[src/rtl/seg_capture_decoder.sv]
// ---------------------------------------------------------------------------
// seg_capture_decoder
//
// Watches a seven-segment drive bus and captures each digit that stays
// steady long enough. Accepted glyphs are decoded to a hex value and queued
// in a small FIFO for a valid/ready consumer.
//
// Flow: segments -> seg_q_r -> stability counter -> accept stage ->
//       decode stage -> FIFO -> registered head (out_*).
//
// Parameters
//   STABLE_CYCLES : identical samples needed to accept a pattern (1..255)
//   FIFO_DEPTH    : capture FIFO entries, power of two (2..16)
//
// Ports
//   clk         : clock, rising edge
//   rst         : synchronous active-high reset
//   segments    : segment drive, bit0=a .. bit6=g, active-high
//   out_valid   : FIFO head holds a captured digit
//   out_ready   : consumer takes the head when out_valid=1
//   out_digit   : decoded hex value of the head
//   out_invalid : head pattern matched no glyph (out_digit reads 0)
//   overflow    : sticky, a capture was dropped because the FIFO was full
//   drop_count  : (only with SEGCAP_DROP_COUNT_EN) saturating drop counter
//
// Build option: define SEGCAP_DROP_COUNT_EN to add the drop_count port.
// ---------------------------------------------------------------------------
module seg_capture_decoder #(
  parameter int STABLE_CYCLES = 4,
  parameter int FIFO_DEPTH    = 4
) (
  input  logic       clk,
  input  logic       rst,
  input  logic [6:0] segments,
  output logic       out_valid,
  input  logic       out_ready,
  output logic [3:0] out_digit,
  output logic       out_invalid,
  output logic       overflow
`ifdef SEGCAP_DROP_COUNT_EN
  ,
  output logic [7:0] drop_count
`endif
);

  localparam int         AW      = $clog2(FIFO_DEPTH);
  localparam logic [7:0] CNT_MAX = 8'(STABLE_CYCLES - 1);
  localparam logic [6:0] BLANK   = 7'h00;

  // Glyph lookup; result is {invalid, digit}.
  function automatic logic [4:0] decode_glyph(input logic [6:0] pat);
    logic [4:0] res;
    case (pat)
      7'h3F:   res = {1'b0, 4'h0};
      7'h06:   res = {1'b0, 4'h1};
      7'h5B:   res = {1'b0, 4'h2};
      7'h4F:   res = {1'b0, 4'h3};
      7'h66:   res = {1'b0, 4'h4};
      7'h6D:   res = {1'b0, 4'h5};
      7'h7D:   res = {1'b0, 4'h6};
      7'h07:   res = {1'b0, 4'h7};
      7'h7F:   res = {1'b0, 4'h8};
      7'h6F:   res = {1'b0, 4'h9};
      7'h77:   res = {1'b0, 4'hA};
      7'h7C:   res = {1'b0, 4'hB};
      7'h39:   res = {1'b0, 4'hC};
      7'h5E:   res = {1'b0, 4'hD};
      7'h79:   res = {1'b0, 4'hE};
      7'h71:   res = {1'b0, 4'hF};
      default: res = {1'b1, 4'h0};
    endcase
    return res;
  endfunction

  // Capture / stability state
  logic [6:0] seg_q_r;
  logic [6:0] cand_r;
  logic [7:0] cnt_r;
  logic [6:0] last_r;
  logic       acc_vld_r;
  logic [6:0] acc_pat_r;
  logic       dec_vld_r;
  logic [4:0] dec_data_r;

  // FIFO state
  logic [4:0]  mem_r [FIFO_DEPTH];
  logic [AW:0] wr_ptr_r;
  logic [AW:0] rd_ptr_r;
  logic        out_valid_r;
  logic [4:0]  head_r;
  logic        overflow_r;

  logic        changed_s;
  logic [7:0]  cnt_nxt_s;
  logic        accept_s;
  logic        full_s;
  logic        pop_s;
  logic        wr_en_s;
  logic        drop_s;
  logic [AW:0] wr_ptr_nxt_s;
  logic [AW:0] rd_ptr_nxt_s;
  logic        valid_nxt_s;
  logic [4:0]  head_nxt_s;

  // Stability counter next value and the single accept strobe per stable run.
  always_comb begin
    changed_s = (seg_q_r != cand_r);
    if (changed_s) begin
      cnt_nxt_s = 8'd0;
    end else if (cnt_r == CNT_MAX) begin
      cnt_nxt_s = cnt_r;
    end else begin
      cnt_nxt_s = cnt_r + 8'd1;
    end
    // A change edge can also be the accept edge when STABLE_CYCLES is 1.
    accept_s = (cnt_nxt_s == CNT_MAX) && (changed_s || (cnt_r != CNT_MAX));
  end

  // FIFO control and next head value for the registered outputs.
  always_comb begin
    full_s       = (wr_ptr_r[AW] != rd_ptr_r[AW]) &&
                   (wr_ptr_r[AW-1:0] == rd_ptr_r[AW-1:0]);
    pop_s        = out_valid_r && out_ready;
    wr_en_s      = dec_vld_r && (!full_s || pop_s);
    drop_s       = dec_vld_r && full_s && !pop_s;
    wr_ptr_nxt_s = wr_ptr_r + {{AW{1'b0}}, wr_en_s};
    rd_ptr_nxt_s = rd_ptr_r + {{AW{1'b0}}, pop_s};
    valid_nxt_s  = (wr_ptr_nxt_s != rd_ptr_nxt_s);
    // When the new head is the slot being written this edge, forward it.
    if (!valid_nxt_s) begin
      head_nxt_s = 5'd0;
    end else if (rd_ptr_nxt_s == wr_ptr_r) begin
      head_nxt_s = dec_data_r;
    end else begin
      head_nxt_s = mem_r[rd_ptr_nxt_s[AW-1:0]];
    end
  end

  // Input sample, candidate tracking and stability counter.
  always_ff @(posedge clk) begin
    if (rst) begin
      seg_q_r <= BLANK;
      cand_r  <= BLANK;
      cnt_r   <= 8'd0;
    end else begin
      seg_q_r <= segments;
      cand_r  <= seg_q_r;
      cnt_r   <= cnt_nxt_s;
    end
  end

  // Accept stage: blank clears the repeat filter, repeats are suppressed.
  always_ff @(posedge clk) begin
    if (rst) begin
      last_r    <= BLANK;
      acc_vld_r <= 1'b0;
      acc_pat_r <= BLANK;
    end else if (accept_s) begin
      if (seg_q_r == BLANK) begin
        last_r    <= BLANK;
        acc_vld_r <= 1'b0;
      end else if (seg_q_r != last_r) begin
        last_r    <= seg_q_r;
        acc_vld_r <= 1'b1;
        acc_pat_r <= seg_q_r;
      end else begin
        acc_vld_r <= 1'b0;
      end
    end else begin
      acc_vld_r <= 1'b0;
    end
  end

  // Decode stage, registered so the glyph lookup stays off the FIFO path.
  always_ff @(posedge clk) begin
    if (rst) begin
      dec_vld_r  <= 1'b0;
      dec_data_r <= 5'd0;
    end else begin
      dec_vld_r  <= acc_vld_r;
      dec_data_r <= decode_glyph(acc_pat_r);
    end
  end

  // FIFO storage; contents need no reset, pointers define occupancy.
  always_ff @(posedge clk) begin
    if (wr_en_s) begin
      mem_r[wr_ptr_r[AW-1:0]] <= dec_data_r;
    end
  end

  // FIFO pointers, registered head and sticky overflow.
  always_ff @(posedge clk) begin
    if (rst) begin
      wr_ptr_r    <= '0;
      rd_ptr_r    <= '0;
      out_valid_r <= 1'b0;
      head_r      <= 5'd0;
      overflow_r  <= 1'b0;
    end else begin
      wr_ptr_r    <= wr_ptr_nxt_s;
      rd_ptr_r    <= rd_ptr_nxt_s;
      out_valid_r <= valid_nxt_s;
      head_r      <= head_nxt_s;
      overflow_r  <= overflow_r | drop_s;
    end
  end

`ifdef SEGCAP_DROP_COUNT_EN
  logic [7:0] drop_cnt_r;

  // Saturating count of dropped captures.
  always_ff @(posedge clk) begin
    if (rst) begin
      drop_cnt_r <= 8'd0;
    end else if (drop_s && (drop_cnt_r != 8'hFF)) begin
      drop_cnt_r <= drop_cnt_r + 8'd1;
    end else begin
      drop_cnt_r <= drop_cnt_r;
    end
  end

  assign drop_count = drop_cnt_r;
`endif

  assign out_valid   = out_valid_r;
  assign out_digit   = head_r[3:0];
  assign out_invalid = head_r[4];
  assign overflow    = overflow_r;

endmodule

[config.mk]
export PLATFORM = sky130hd
export DESIGN_NAME = seg_capture_decoder
export DESIGN_NICKNAME = d
export VERILOG_FILES = /design/src/rtl/seg_capture_decoder.sv
export SDC_FILE = /design/constraint.sdc
export NUM_CORES = 1
export LEC_CHECK = 0
export BUFFER_PORTS_ARGS = -buffer_cell sky130_fd_sc_hd__clkbuf_2
export CAP_MARGIN = 25
export CELL_PAD_IN_SITES_DETAIL_PLACEMENT = 1
export CELL_PAD_IN_SITES_GLOBAL_PLACEMENT = 2
export CORE_ASPECT_RATIO = 1.5
export CORE_MARGIN = 5
export CORE_UTILIZATION = 44
export DETAILED_ROUTE_END_ITERATION = 8
export GPL_TIMING_DRIVEN = 0
export PLACE_DENSITY_LB_ADDON = 0.12
export SETUP_SLACK_MARGIN = 0.1
export SLEW_MARGIN = 15
export SYNTH_ARGS = -nofsm -noshare
export SYNTH_HDL_FRONTEND = slang
export SYNTH_SLANG_ARGS = --single-unit
[constraint.sdc]
create_clock -name clk -period 6.46 [get_ports clk]
set_input_delay 0.323 -clock clk [delete_from_list [all_inputs] [get_ports clk]]
set_output_delay 0.323 -clock clk [all_outputs]
set_load 0.05 [all_outputs]
Word level (Yosys, flattened, before mapping)
Memory sizes are Yosys's and may differ from the RTL's. Cells that the tools add are included.

$add $sub $neg: 3. Multiply operators: 0. Div/mod/pow operators: 0. $lt $le $gt $ge: 0. Equal/unequal tests: 25. Shift-type cells: 0. Muxes and demuxes: 9. Bitwise operators: 4. Reductions and logical operators: 16.

Operator list (number): $eq A7 B7 Y1 const B (12); $pmux W5 S16 (1); $eq A8 B2 Y1 const B (2); $mux W8 (2); $eq A7 B3 Y1 const B (2); $eq A7 B6 Y1 const B (2); $mux W7 (2); $ne A7 B7 Y1 (2); $add A8 B1 Y8 const B (1); $ne A8 B2 Y1 const B (1); $logic_not A7 Y1 (1); $add A3 B1 Y3 (2); $logic_and A1 B1 Y1 (6); $mux W5 (1); $eq A3 B3 Y1 (1); $mux W1 (3); $ne A3 B3 Y1 (1); $not A1 Y1 (3); $reduce_and A3 Y1 (1); $reduce_or A3 Y1 (1); $eq A2 B2 Y1 (1); $logic_not A1 Y1 (2); $logic_or A1 B1 Y1 (2); $reduce_and A2 Y1 (1); other kinds (4) (4).

Register bits: 56. Bits in latches: 0. Memory bits (writable): 20. Bits in read-only memories: 0. Input port bits: 10. Output and inout port bits: 7. Memories: 1.

Memories: mem_r (words 4, width 5, rd ports 1, clocked after Yosys merged registers in 0, write ports 1, line 86) `logic [4:0] mem_r [FIFO_DEPTH];`.

Logic depth before layout (Yosys ltp)
Word-level depth: 9. Mapped depth: 10.

Worst setup path after synthesis
Ideal clock, no wire load.

Path kind: reg-to-reg. Start point: reg out_valid_r (netlist: out_valid). End point: reg head_r[0]. Arrival: 2.337 ns. Setup slack: 4.008 ns. Stages on the path, launching flop included: 11. Buffers on the path: 0. Period minus slack after synthesis: 2.452 ns. Cells stage by stage: dfxtp_1 -> and2_1 -> or4_1 -> nand2_1 -> inv_1 -> ha_1 -> ha_1 -> xnor2_1 -> xnor2_1 -> a31o_2 -> nor2_1.

Cells in the longest elaborated chain, start to end: 7. Elaborated cells on any way between the ends: 11. Classes of those cells: add/sub: 2; eq/ne: 2; mux: 1; bitwise: 1; reduce/logical: 4; memory: 1.

Ends and longest elaborated chain: from (decl) (line 89) `logic out_valid_r;`; from (signal assigned) (line 203) `out_valid_r <= valid_nxt_s;`; $logic_and A1 B1 Y1 (*) (line 123) `pop_s = out_valid_r && out_ready;`; $logic_or A1 B1 Y1 (line 124) `wr_en_s = dec_vld_r && (!full_s || pop_s);`; $logic_and A1 B1 Y1 (line 124); $add A3 B1 Y3 (line 126) `wr_ptr_nxt_s = wr_ptr_r + {{AW{1'b0}}, wr_en_s};`; $ne A3 B3 Y1 (line 128) `valid_nxt_s = (wr_ptr_nxt_s != rd_ptr_nxt_s);`; $not A1 Y1 (no line); $reduce_or A2 Y1 (no line); to (signal assigned) (line 204) `head_r <= head_nxt_s;`; to (decl) (line 90) `logic [4:0] head_r;`.

Every way passes the cells marked *; elsewhere a longest branch is shown, timed or not. A chain may end at the register's enable or synchronous reset.

Worst setup path in the final report
Start point: reg wr_ptr_r[1]. End point: reg head_r[1].

Cells in the longest elaborated chain, start to end: 9. Elaborated cells on any way between the ends: 11. Classes of those cells: add/sub: 1; eq/ne: 3; mux: 1; bitwise: 1; reduce/logical: 5.

Ends and longest elaborated chain: from (decl) (line 87) `logic [AW:0] wr_ptr_r;`; from (signal assigned) (line 201) `wr_ptr_r <= wr_ptr_nxt_s;`; $eq A2 B2 Y1 (line 122) `(wr_ptr_r[AW-1:0] == rd_ptr_r[AW-1:0]);`; $logic_and A1 B1 Y1 (line 121) `full_s = (wr_ptr_r[AW] != rd_ptr_r[AW]) &&`; $logic_not A1 Y1 (line 124); $logic_or A1 B1 Y1 (line 124); $logic_and A1 B1 Y1 (line 124); $add A3 B1 Y3 (line 126); $ne A3 B3 Y1 (line 128); $not A1 Y1 (no line); $reduce_or A2 Y1 (no line).

Several ways; a longest one is shown, not always the timed one.

==> impl_metrics.py <==
metrics = {
    "run_status": {
        "status": "finished clean",
    },
    "global_route": {
        "grt_usage_pct": 15.6,
        "antenna_found_initial": 0,
        "grt_max_degree": 13,
        "grt_pass1_wl_um": 11400,
        "grt_pass1_vias": 2367,
        "overflow": 0,
    },
    "placed_design": {
        "dpl_cell_area_um2": 3620,
        "place_ws_ns": 3.84,
        "place_congestion": 0.768,
        "port_buffers": 16,
        "dp_hpwl_um": 5060,
    },
    "clocking": {
        "htreeDepth": 3,
        "root_buffer": "clkbuf_16",
        "cts_tree": "done",
        "clk_latency_ns": 0.33,
        "numCtsBuffers": 9,
        "clk_pin_slew_ns": 0.06,
        "clock_sink_count": 76,
        "cts_hold_buf": 0,
        "cts_setup_buffers": 0,
        "clockBufferDepth": 2,
        "ctsResizeCount": 0,
    },
    "synthesis": {
        "synth_commonest_cells": "dfxtp_1 (56), nor2_1 (27), xnor2_1 (26)",
        "synthCells": 310,
        "synth_top_area_cell": "dfxtp_1",
        "synth_flop_cell": "dfxtp_1",
        "synth_edf_count": 20,
        "ys.warnings.count": 0,
        "synth_area_leaders": "dfxtp_1 (33%), edfxtp_1 (18%), xnor2_1 (6.7%)",
        "synth.most_common_cell": "dfxtp_1",
        "syn_area_um2": 3420,
        "ys_ff_latch": 76,
        "syn_nets": 325,
        "synth.avg_cell_area_um2": 11.0,
        "ys_async_sr_fraction_pct": 0,
        "synth_top_area_share_pct": 32.8,
        "synth_cell_types": 48,
        "yosysSeqAreaShare_pct": 50.4,
    },
    "sta": {
        "fin_crit_ns": 2.57,
        "fin_ws_ns": 3.89,
        "worst_slew_pin_slew_ns": 0.890,
        "finalHoldViolations": 0,
        "slew_viol_final": 0,
        "relSlewSlack_pct": 40.5,
        "setup_viol": 0,
        "fmax_ghz": 0.389,
        "fin_setup_tns_ns": 0,
        "fin_crit_sh_pct": 39.8,
        "hold_slack_ns": 0.199,
        "rsz0062_at_grt": "no",
        "fin_skew_ns": 0.00626,
    },
    "worst_setup_path": {
        "crit_arrival_ns": 2.78,
        "critPathKind": "reg2reg",
        "worst_setup_path_end_kind": "register",
        "critPathMaxStageDelay_ns": 0.55,
        "crit_slowest_cell": "or4_1",
        "startpoint_type": "register",
        "path_cells": "xor2_1 > or4_1 > nand2_1 > inv_1 > ha_1 > ha_1 > xnor2_1 > xnor2_1 > a31o_2 > nor2_1",
        "cp_data_required_time_ns": 6.67,
        "crit_fanout": 7,
    },
    "floorplanning": {
        "dieHeight_um": 118,
        "ios": 17,
        "initial_core_util_pct": 44.9,
        "die_w_um": 82.0,
        "dieArea_um2": 9660,
        "core_um2": 7610,
        "num_rows": 39,
    },
    "cells_and_area": {
        "area_delta_synth_final_pct": 15.4,
        "diodes": 0,
        "design_area_um2": 3940,
        "drive_gt1_share_pct": 15.8,
        "layout.nets": 352,
    },
    "job": {
        "max-cap-violations": 0,
    },
    "drt": {
        "drcViolationCount": 0,
        "wire_per_inst_um": 15.2,
        "firstDrtPassIters": 4,
        "vias": 2289,
        "drt-vias-per-instance": 5.16,
        "initialDrtViolationCount": 53,
        "routed_wl_um": 6760,
        "ant_nets": 0,
    },
    "power_and_ir_drop": {
        "leakage_uw": 0.00146,
        "p_per_area_nw_per_um2": 267,
        "ir_drop_v": 0.000142,
        "finalPower_uw": 1050,
    },
    "min_path": {
        "hp-class": "in2reg",
    },
}
[state kept, by name (all words and copies together) (netlist names)]
signal / count
dec_vld_r: 1
head_r: 5
cand_r: 7
out_valid: 1
acc_pat_r: 7
seg_q_r: 7
cnt_r: 8
last_r: 7
overflow: 1
dec_data_r: 5
acc_vld_r: 1
mem_r: 20
wr_ptr_r: 3
rd_ptr_r: 3
[critical path, delay by kind of cell (launching register included)]
family	cells	cell delay (ns)
simple gates	3	0.77
compound gates	1	0.27
flops	1	0.48
fa+ha+maj	2	0.38
buf+inv	1	0.09
xor+xnor	3	0.47
[power breakdown]
part | switching (uW) | total (uW) | internal [uW]
combinational | 15.5 | 29.4 | 13.9
sequential | 5.38 | 497 | 491
clock | 182 | 528 | 346
total | 203 | 1050 | 852
[cells by family after synthesis]
kind of cell | synth area share [%]
AND/OR/NAND/NOR | 20.6
flip-flops | 50.4
XOR/XNOR | 8.97
buffers and inverters | 3.95
multiplexers | 9.15
AO/OA/AOI/OAI | 5.13
adder cells (fa/ha/maj) | 1.83
[final cells by class]
class | count | area [um^2]
fillers | 843 | 3670
flip-flops and latches | 76 | 1720
multi-input cells | 207 | 1560
clock buffers | 11 | 243
well taps | 102 | 128
plain buffers | 16 | 93.8
repair buffers | 16 | 80.1
clock inverters | 5 | 75.1
inverters | 11 | 41.3
[cells in the final DEF, fill, tap and decap left out, drive strengths merged, types with 2 or more instances in the layout]
master / instances
ha: 5
mux4: 5
xor2: 9
inv: 11
a31oi: 2
a31o: 2
clkbuf: 34
a211oi: 2
nand2b: 23
nor4: 4
and3b: 3
edfxtp: 20
bufinv: 2
xnor2: 26
nand4: 7
o21ai: 3
nand3: 7
buf: 9
and2: 2
a21oi: 3
nor2: 27
nor2b: 14
and3: 4
or3: 2
mux2i: 20
clkinv: 3
nand2: 10
dfxtp: 56
a41oi: 3
or4: 2
nand4b: 4
nor3: 6
[worst paths after layout]
check | from | to | slack, ns | depth (start not counted)
worst min register to register | acc_vld_r | dec_vld_r | 0.44 | 1
worst min-delay path | segments[2] | seg_q_r[2] | 0.20 | 2
worst max-delay path | wr_ptr_r[1] | head_r[1] | 3.89 | 10
worst max register to register | wr_ptr_r[1] | head_r[1] | 3.89 | 10
[layer usage]
layer / up-vias / global-route usage, % / part of all wire (%)
li1: 1138 / - / -
met1: 1108 / 17.8 / 42
met2: 32 / 26.5 / 54
met3: 11 / 4.13 / 2.4
met4: 0 / 6.96 / 2.2
met5: - / 0 / 0
[through the flow]
| step | util, % | cells |
|---|---|---|
| floorplan | - | 310 |
| global placement | 47.6 | 428 |
| detailed placement | 47.6 | 428 |
| CTS | 51.8 | 444 |
| global route | 51.8 | 444 |
| finish | 51.8 | 444 |
Note: power is estimated with default switching activity, not from simulation.
